[src/rtl/lif_sweep_scheduler.sv]
// Sweeps N_NEURONS LIF neurons through one shared external datapath per tick, with
// double-buffered synaptic accumulators. Define LIF_SCHED_SPIKE_CNT_EN to add spike_count.
module lif_sweep_scheduler #(
  parameter int N_NEURONS = 16,
  parameter int IDX_W     = 4
) (
  input  logic                    clk,
  input  logic                    rst,
  input  logic                    tick,
  output logic                    busy,
  output logic                    done,
  output logic                    tick_overrun,
  input  logic                    syn_valid,
  input  logic [IDX_W-1:0]        syn_idx,
  input  logic signed [15:0]      syn_data,
  output logic signed [15:0]      dp_vs,
  output logic signed [15:0]      dp_vd,
  output logic signed [15:0]      dp_syn,
  input  logic signed [15:0]      dp_next_vs,
  input  logic signed [15:0]      dp_next_vd,
  input  logic                    dp_spike,
  output logic                    spike_valid,
  output logic [IDX_W-1:0]        spike_idx,
  input  logic                    spike_ready
`ifdef LIF_SCHED_SPIKE_CNT_EN
  ,
  output logic [IDX_W:0]          spike_count
`endif
);

  typedef enum logic [1:0] {
    S_IDLE = 2'd0,
    S_RUN  = 2'd1,
    S_DONE = 2'd2
  } state_t;

  state_t                r_state;
  state_t                w_state_nxt;
  logic [IDX_W-1:0]      r_idx;
  logic                  r_wbank;
  logic                  w_rbank;
  logic signed [15:0]    r_vs  [N_NEURONS];
  logic signed [15:0]    r_vd  [N_NEURONS];
  logic signed [15:0]    r_acc [2][N_NEURONS];
  logic                  r_spike_valid;
  logic [IDX_W-1:0]      r_spike_idx;
  logic                  r_overrun;

  logic                  w_run;
  logic                  w_eval;
  logic                  w_last;
  logic                  w_accept;
  logic                  w_drop;
  logic signed [15:0]    w_syn_cur;
  logic signed [16:0]    w_syn_sum;
  logic signed [15:0]    w_syn_sat;

  assign w_rbank = ~r_wbank;

  always_comb begin
    // NOTE: every signal driven here gets a default first, so no path can infer a latch.
    w_state_nxt = r_state;
    w_run       = (r_state == S_RUN);
    // A pending spike the router will not take this cycle freezes the sweep.
    w_eval      = w_run && !(r_spike_valid && !spike_ready);
    w_last      = (r_idx == IDX_W'(N_NEURONS - 1));
    w_accept    = (r_state == S_IDLE) && tick;
    w_drop      = (r_state != S_IDLE) && tick;
    case (r_state)
      S_IDLE:  if (tick) w_state_nxt = S_RUN;
      S_RUN:   if (w_eval && w_last) w_state_nxt = S_DONE;
      S_DONE:  w_state_nxt = S_IDLE;
      default: w_state_nxt = S_IDLE;
    endcase
  end

  // Operands stay visible through stall cycles so the datapath result is stable when it lands.
  always_comb begin
    dp_vs  = '0;
    dp_vd  = '0;
    dp_syn = '0;
    if (w_run) begin
      dp_vs  = r_vs[r_idx];
      dp_vd  = r_vd[r_idx];
      dp_syn = r_acc[w_rbank][r_idx];
    end
  end

  always_comb begin
    w_syn_cur = r_acc[r_wbank][syn_idx];
    w_syn_sum = {w_syn_cur[15], w_syn_cur} + {syn_data[15], syn_data};
    if (w_syn_sum[16] != w_syn_sum[15]) begin
      w_syn_sat = w_syn_sum[16] ? 16'sh8000 : 16'sh7FFF;
    end else begin
      w_syn_sat = w_syn_sum[15:0];
    end
  end

  always_ff @(posedge clk or negedge rst) begin
    if (!rst) begin
      r_state       <= S_IDLE;
      r_idx         <= '0;
      r_wbank       <= 1'b0;
      r_spike_valid <= 1'b0;
      r_spike_idx   <= '0;
      r_overrun     <= 1'b0;
      // NOTE: the membrane and accumulator arrays are reset explicitly because a reset
      // mid-sweep must leave every neuron at rest, not just the control state.
      for (int i = 0; i < N_NEURONS; i++) begin
        r_vs[i]     <= '0;
        r_vd[i]     <= '0;
        r_acc[0][i] <= '0;
        r_acc[1][i] <= '0;
      end
    end else begin
      // NOTE: non-blocking assignments throughout, so every read in this block sees
      // pre-edge values regardless of statement order.
      r_state   <= w_state_nxt;
      r_overrun <= w_drop;

      if (w_accept) begin
        r_wbank <= ~r_wbank;
        r_idx   <= '0;
      end else if (w_eval) begin
        r_idx <= w_last ? '0 : r_idx + IDX_W'(1);
      end

      if (w_eval) begin
        r_vs[r_idx]           <= dp_next_vs;
        r_vd[r_idx]           <= dp_next_vd;
        r_acc[w_rbank][r_idx] <= '0;
      end

      // Writes and the evaluate-clear always target opposite banks.
      if (syn_valid) begin
        r_acc[r_wbank][syn_idx] <= w_syn_sat;
      end

      if (w_eval && dp_spike) begin
        r_spike_valid <= 1'b1;
        r_spike_idx   <= r_idx;
      end else if (r_spike_valid && spike_ready) begin
        r_spike_valid <= 1'b0;
      end
    end
  end

  assign busy         = (r_state != S_IDLE);
  assign done         = (r_state == S_DONE);
  assign tick_overrun = r_overrun;
  assign spike_valid  = r_spike_valid;
  assign spike_idx    = r_spike_idx;

`ifdef LIF_SCHED_SPIKE_CNT_EN
  logic [IDX_W:0] r_spk_cnt;
  logic [IDX_W:0] r_spike_count;

  always_ff @(posedge clk or negedge rst) begin
    if (!rst) begin
      r_spk_cnt     <= '0;
      r_spike_count <= '0;
    end else begin
      if (w_accept) begin
        r_spk_cnt <= '0;
      end else if (w_eval && dp_spike) begin
        r_spk_cnt <= r_spk_cnt + (IDX_W + 1)'(1);
      end
      if (r_state == S_DONE) begin
        r_spike_count <= r_spk_cnt;
      end
    end
  end

  assign spike_count = r_spike_count;
`endif

endmodule

[config.mk]
export PLATFORM = sky130hd
export DESIGN_NAME = lif_sweep_scheduler
export DESIGN_NICKNAME = d
export VERILOG_FILES = /design/src/rtl/lif_sweep_scheduler.sv
export SDC_FILE = /design/constraint.sdc
export NUM_CORES = 2
export LEC_CHECK = 0
export ABC_AREA = 1
export BUFFER_PORTS_ARGS = -buffer_cell sky130_fd_sc_hd__buf_4
export CAP_MARGIN = 20
export CORE_MARGIN = 2
export CORE_UTILIZATION = 35
export DETAILED_ROUTE_END_ITERATION = 7
export GPL_TIMING_DRIVEN = 0
export SLEW_MARGIN = 20
export SYNTH_ARGS = -nofsm -noshare
export SYNTH_HDL_FRONTEND = slang
export SYNTH_SLANG_ARGS = --single-unit
[constraint.sdc]
create_clock -name clk -period 4.7 [get_ports clk]
set_input_delay 0.47 -clock clk [delete_from_list [all_inputs] [get_ports clk]]
set_output_delay 0.47 -clock clk [all_outputs]
set_load 0.01 [all_outputs]
# Word level (Yosys, flattened, before mapping)

Index checks and enable logic that the tools add are counted.

Logic and storage cells: 155
Output and inout bits: 56
Bits in registers: 1037
Input bits: 58

Mux-type cells: 44
Reductions and logical operators: 18
Equality and inequality tests: 6
Bitwise operators: 7
Add/subtract/negate cells: 2
$lt $le $gt $ge: 8

Operators with widths:

| cell                | number |
|---|---|
| $mux 256            | 8 |
| $mux 512            | 2 |
| $and 512x512->512   | 1 |
| $bwmux 256          | 2 |
| $bwmux 512          | 1 |
| $demux 256 s1       | 2 |
| $not 512->512       | 1 |
| $bmux 16 s4         | 4 |
| $mux 16             | 15 |
| $demux 16 s4        | 2 |
| $add 16x16->17      | 1 |
| $mux 4              | 3 |
| $logic_and 1x1->1   | 11 |
| $ge 5x5->1 const B  | 2 |
| $lt 5x1->1 const B  | 2 |
| $not 4->5           | 2 |
| $reduce_bool 2->1   | 3 |
| $add 4x1->4 const B | 1 |
| $eq 4x4->1 const B  | 1 |
| $ge 2x2->1 const B  | 2 |
| $lt 2x1->1 const B  | 2 |
| $mux 2              | 2 |
| $not 1->2           | 2 |
| $pmux 2 s2          | 1 |
| 10 further kinds    | 12 |

# Logic depth before layout (Yosys ltp)

Word-level depth: 12
Gate-level depth with buffers: 30
Gate-level depth less buffers: 25

# Worst setup path after synthesis

Ideal clock, no wire load.

Kind: reg-to-reg
Start: register r_wbank
End: register r_acc[154] in the netlist's numbering
Path buffers: 8
Data required time: 4.582 ns
Setup time: 0.118 ns
Period minus slack after synthesis: 3.587 ns
Arrival: 3.469 ns
Cell stages (with the launch flop): 29
Path slack: 1.113 ns
Path through: dfrtp_1 > buf_4 > inv_2 > buf_6 > buf_6 > buf_2 > clkbuf_1 > o21ai_0 > nand2_1 > o21ai_0 > nand4_1 > ha_1 > inv_1 > fa_1 > inv_1 > nand3_1 > nand2_1 > nand2_1 > nand2_1 > nand2_2 > nand2_1 > nand2_1 > nand2_1 > nand2_4 > buf_6 > buf_8 > buf_6 > nand3_1 > nand2_1

Cells in the longest elaborated chain, start to end: 12
Elaborated cells between the ends (all ways): 28
Those cells by class: add/sub (1); order compare (4); eq/ne (1); mux (15); bitwise (5); reduce/logical (2)

RTL lines:

| what                                         | RTL line | source |
|---|---|---|
| start: declaration                           | 40       | `logic r_wbank;` |
| start signal: assignment                     | 122      | `r_wbank <= ~r_wbank;` |
| $not 1->2 (implied by the code)              | 90, 136  |  |
| $mux 256 (implied by the code) (3 in series) | 90       | `w_syn_cur = r_acc[r_wbank][syn_idx];` |
| $bmux 16 s4                                  | 90       |  |
| $mux 16 (implied by the code) (2 in series)  | 90       |  |
| $add 16x16->17                               | 91       | `w_syn_sum = {w_syn_cur[15], w_syn_cur} + {syn_data[15], syn_data};` |
| $mux 16 or $ne 1x1->1 (tied branches)        | 93, 92   |  |
| $mux 16                                      | 92       | `if (w_syn_sum[16] != w_syn_sum[15]) begin` |
| $bwmux 512                                   | 136      | `r_acc[r_wbank][syn_idx] <= w_syn_sat;` |
| $mux 512 (*)                                 | 135      | `if (syn_valid) begin` |
| end signal: indexed assignment               | 136      |  |
| end: declaration                             | 44       | `logic signed [15:0] r_acc [2][N_NEURONS];` |

Mark *: on every way between the ends. The rest lies on a longest branch, timed or not. The select of a mux whose other input is x is not followed.
A chain may end at the register's enable or synchronous reset.

# Worst setup path in the final report

Start: register r_idx[0]
End: output port dp_syn[11]

Cells in the longest elaborated chain, start to end: 5

RTL lines:

| what                                        | RTL line | source |
|---|---|---|
| start: declaration                          | 39       | `logic [IDX_W-1:0] r_idx;` |
| start signal: assignment                    | 125      | `r_idx <= w_last ? '0 : r_idx + IDX_W'(1);` |
| $not 4->5 (implied by the code)             | 85       | `dp_syn = r_acc[w_rbank][r_idx];` |
| $bmux 16 s4                                 | 85       |  |
| $mux 16 (implied by the code) (2 in series) | 85       |  |
| $mux 16                                     | 82       | `if (w_run) begin` |
| end: declaration                            | 18       | `output logic signed [15:0] dp_syn,` |

Every way passes these cells. The select of a mux whose other input is x is not followed.

==> out/metrics.cfg <==
[run_status]
status = finished with violations
violations = negative setup slack

[drt]
route.detailed.drc = 0
dr.first_iter.drc_count = 9849
dr_total_vias = 61500
ant_nets = 0
viasPerCell = 6.369
drt_first_pass_iters = 6
wl_per_cell_um = 39.08
finalWirelength_mm = 377.4

[floorplanning]
fp.dieH_um = 397.9
io_pins = 114
fp.dieW_um = 397.9
dieArea_mm2 = 0.1583
core_mm2 = 0.1540
initial_core_util_pct = 35.24
core.rowCount = 144

[grt]
antenna_found_initial = 51
grt_usage_pct = 46.49
grt-ovfl-total = 0
grt_pass1_vias = 56150
grt_pass1_wl_mm = 497.6
grt_max_degree = 146

[pwr]
cellLeakagePower_nw = 30.67
ir_drop_uv = 859.7
power_mw = 66.79
power_density_mw_per_mm2 = 1009

[finish]
final_area_mm2 = 0.06619
ff_latch_area_mm2 = 0.02595
final_util_pct = 42.97
layout_commonest_cell = nand2_1
fin_nets = 7552
nFillCells = 15950
syn2layout_area_growth_pct = 21.91
fin_cells = 9656
drive_above_1_share_pct = 12.95
multi_input_area_mm2 = 0.02527
most-common-layout-cells = 1640 x nand2_1, 1288 x o21ai_0, 1037 x dfrtp_1

[clock_network]
insertion_delay_ns = 0.83
cts_sinks = 1037
cts_max_path_buffers = 3
cts_buffers = 120
root_buffer = clkbuf_16
h-tree-depth = 3
cts_tree = done
clkTransAtPathRegs_ns = 0.07

[place]
place_area_mm2 = 0.05828
hpwl_mm = 271.4
dp_cells = 9313
port_buffers = 113
gp_congestion = 1.074

[synth]
syn_nets = 7216
synth_cells = 7137
syn-cell-area_mm2 = 0.05429
ys.flop_type = dfrtp_1
ys_async_sr_fraction_pct = 100.0
synth-edff-count = 0
synth.top_cell.area_share_pct = 47.80
synth_top_area_cell = dfrtp_1
ys_ff_latch = 1037
ys_seq_area_share_pct = 47.80
synth.distinct_cells = 41
synth_area_leaders = dfrtp_1 48%, o21ai_0 13%, nand2_1 12%
synth_warnings = 0
syn_avg_cell_area_um2 = 7.607

[timing]
fin_tns_setup_ns = -3.028
final.period_utilization_pct = 102.6
hold_violations = 0
fmax_ghz = 0.2074
finalSetupViolations = 101
grt_setup_unrepaired = true
worstMarginPinSlew_ns = 1.277
slew_violations = 0
fin_ws_ns = -0.1208
slew_headroom_pct = 14.84
min_period_ns = 4.821
clock_skew_ns = 0.07878

[critical_path]
cp-start-kind = register
crit_fanout = 10
required_ns = 4.23
end_kind = output port
arrival_ns = 4.35
path_class = reg2out

[job]
cap_viol_max_count = 0

[worst_hold_path]
hold_path.class = in2reg

layer usage:
| layer | track usage, % | up-vias | wire [µm] |
|---|---|---|---|
| met5 | 0.4843 | - | 345 |
| met4 | 31.43 | 16 | 31000 |
| li1 | - | 24750 | - |
| met2 | 63.49 | 4749 | 150500 |
| met1 | 59.55 | 30820 | 143700 |
| met3 | 18.96 | 1159 | 51840 |
logic make-up (layout without fill, tap and decap cells):
family,count (synthesis),count (layout),synth area share [%]
simple gates,3067,3067,23.96
compound gates,2037,2037,19.93
flops,1037,1037,47.80
buf+inv,964,1403,7.633
fa+ha+maj,21,21,0.4978
xor+xnor,11,11,0.1774
other cells,0,36,0
per-stage QoR:
step	worst slack (ns)	hold slack, ns
floorplan	1.113	0.1744
global placement	-10.09	0.4600
detailed placement	-3.006	0.4435
CTS	0.0002331	0.004338
global route	-0.05131	0.03636
finish	-0.1208	0.01399
final timing paths:
| path | from | to | slack, ns | depth (start not counted) |
|---|---|---|---|---|
| min in group asynchronous | rst | r_acc[342]$_DFF_PN0_ | 0.26 | 2 |
| max in group asynchronous | rst | r_acc[410]$_DFF_PN0_ | 2.22 | 5 |
| worst min register to register | r_vd[42]$_DFFE_PN0P_ | r_vd[42]$_DFFE_PN0P_ | 0.48 | 2 |
| worst max-delay path | r_idx[0]$_DFFE_PN0P_ | dp_syn[11] | -0.12 | 9 |
| worst max register to register | r_wbank$_DFFE_PN0P_ | r_acc[346]$_DFF_PN0_ | -0.10 | 29 |
| worst min-delay path | dp_next_vs[1] | r_vs[81]$_DFFE_PN0P_ | 0.01 | 3 |
sequential cells by signal (all words and copies together), names as in the netlist:
name and cells:
r_state 2, r_wbank 1, r_acc 512, r_vs 256, r_vd 256, tick_overrun 1
spike_valid 1, spike_idx 4, r_idx 4
cell usage after synthesis, types with 12 or more instances:
library cell and count:
buf_2 96, a41oi_1 32, nand2_1 1676, o22ai_1 135, buf_4 20, ha_1 20, nand4_1 17, dfrtp_1 1037
inv_1 305, buf_1 32, nor2_1 486, o31ai_1 12, buf_6 30, nand3_1 806, o21ai_0 1375, clkbuf_1 413
inv_2 58, nand3_2 39, a21oi_1 355, o211ai_1 113
worst max-delay path, stage by stage, from the launching register on:
cell	delay, ns
dfrtp_1	0.51
buf_2	0.27
clkdlybuf4s15_1	0.77
o21ai_0	0.25
o21ai_0	0.15
o211ai_1	0.79
nand2_1	0.31
nor2_1	0.23
nor2_1	0.06
buf_4	0.18
final cells by class:
| type | instances | area share [%] |
|---|---|---|
| antenna | 36 | 0.1361 |
| buffer | 596 | 6.157 |
| clock buffer | 176 | 5.338 |
| clock inverter | 49 | 1.161 |
| inverter | 365 | 2.106 |
| multi-input combinational | 5136 | 38.18 |
| sequential | 1037 | 39.21 |
| tap | 2044 | 3.864 |
| timing repair buffer | 217 | 3.849 |
where the power goes:
| group | internal [mW] | total, mW | switching [mW] |
|---|---|---|---|
| combinational | 11.4 | 40.8 | 29.4 |
| sequential | 12.6 | 15.6 | 3.02 |
| clock | 5.95 | 10.4 | 4.44 |
| total | 29.9 | 66.8 | 36.9 |
repair_timing:
action,CTS,global route
endpoints found under the hold margin,122,0
cloned,11,8
buffers inserted,33,24
pin swaps,35,79
hold buffers,10,0
gates resized for setup,463,223
setup endpoints to repair,539,520
No activity file was read; power rests on OpenSTA's default activity.
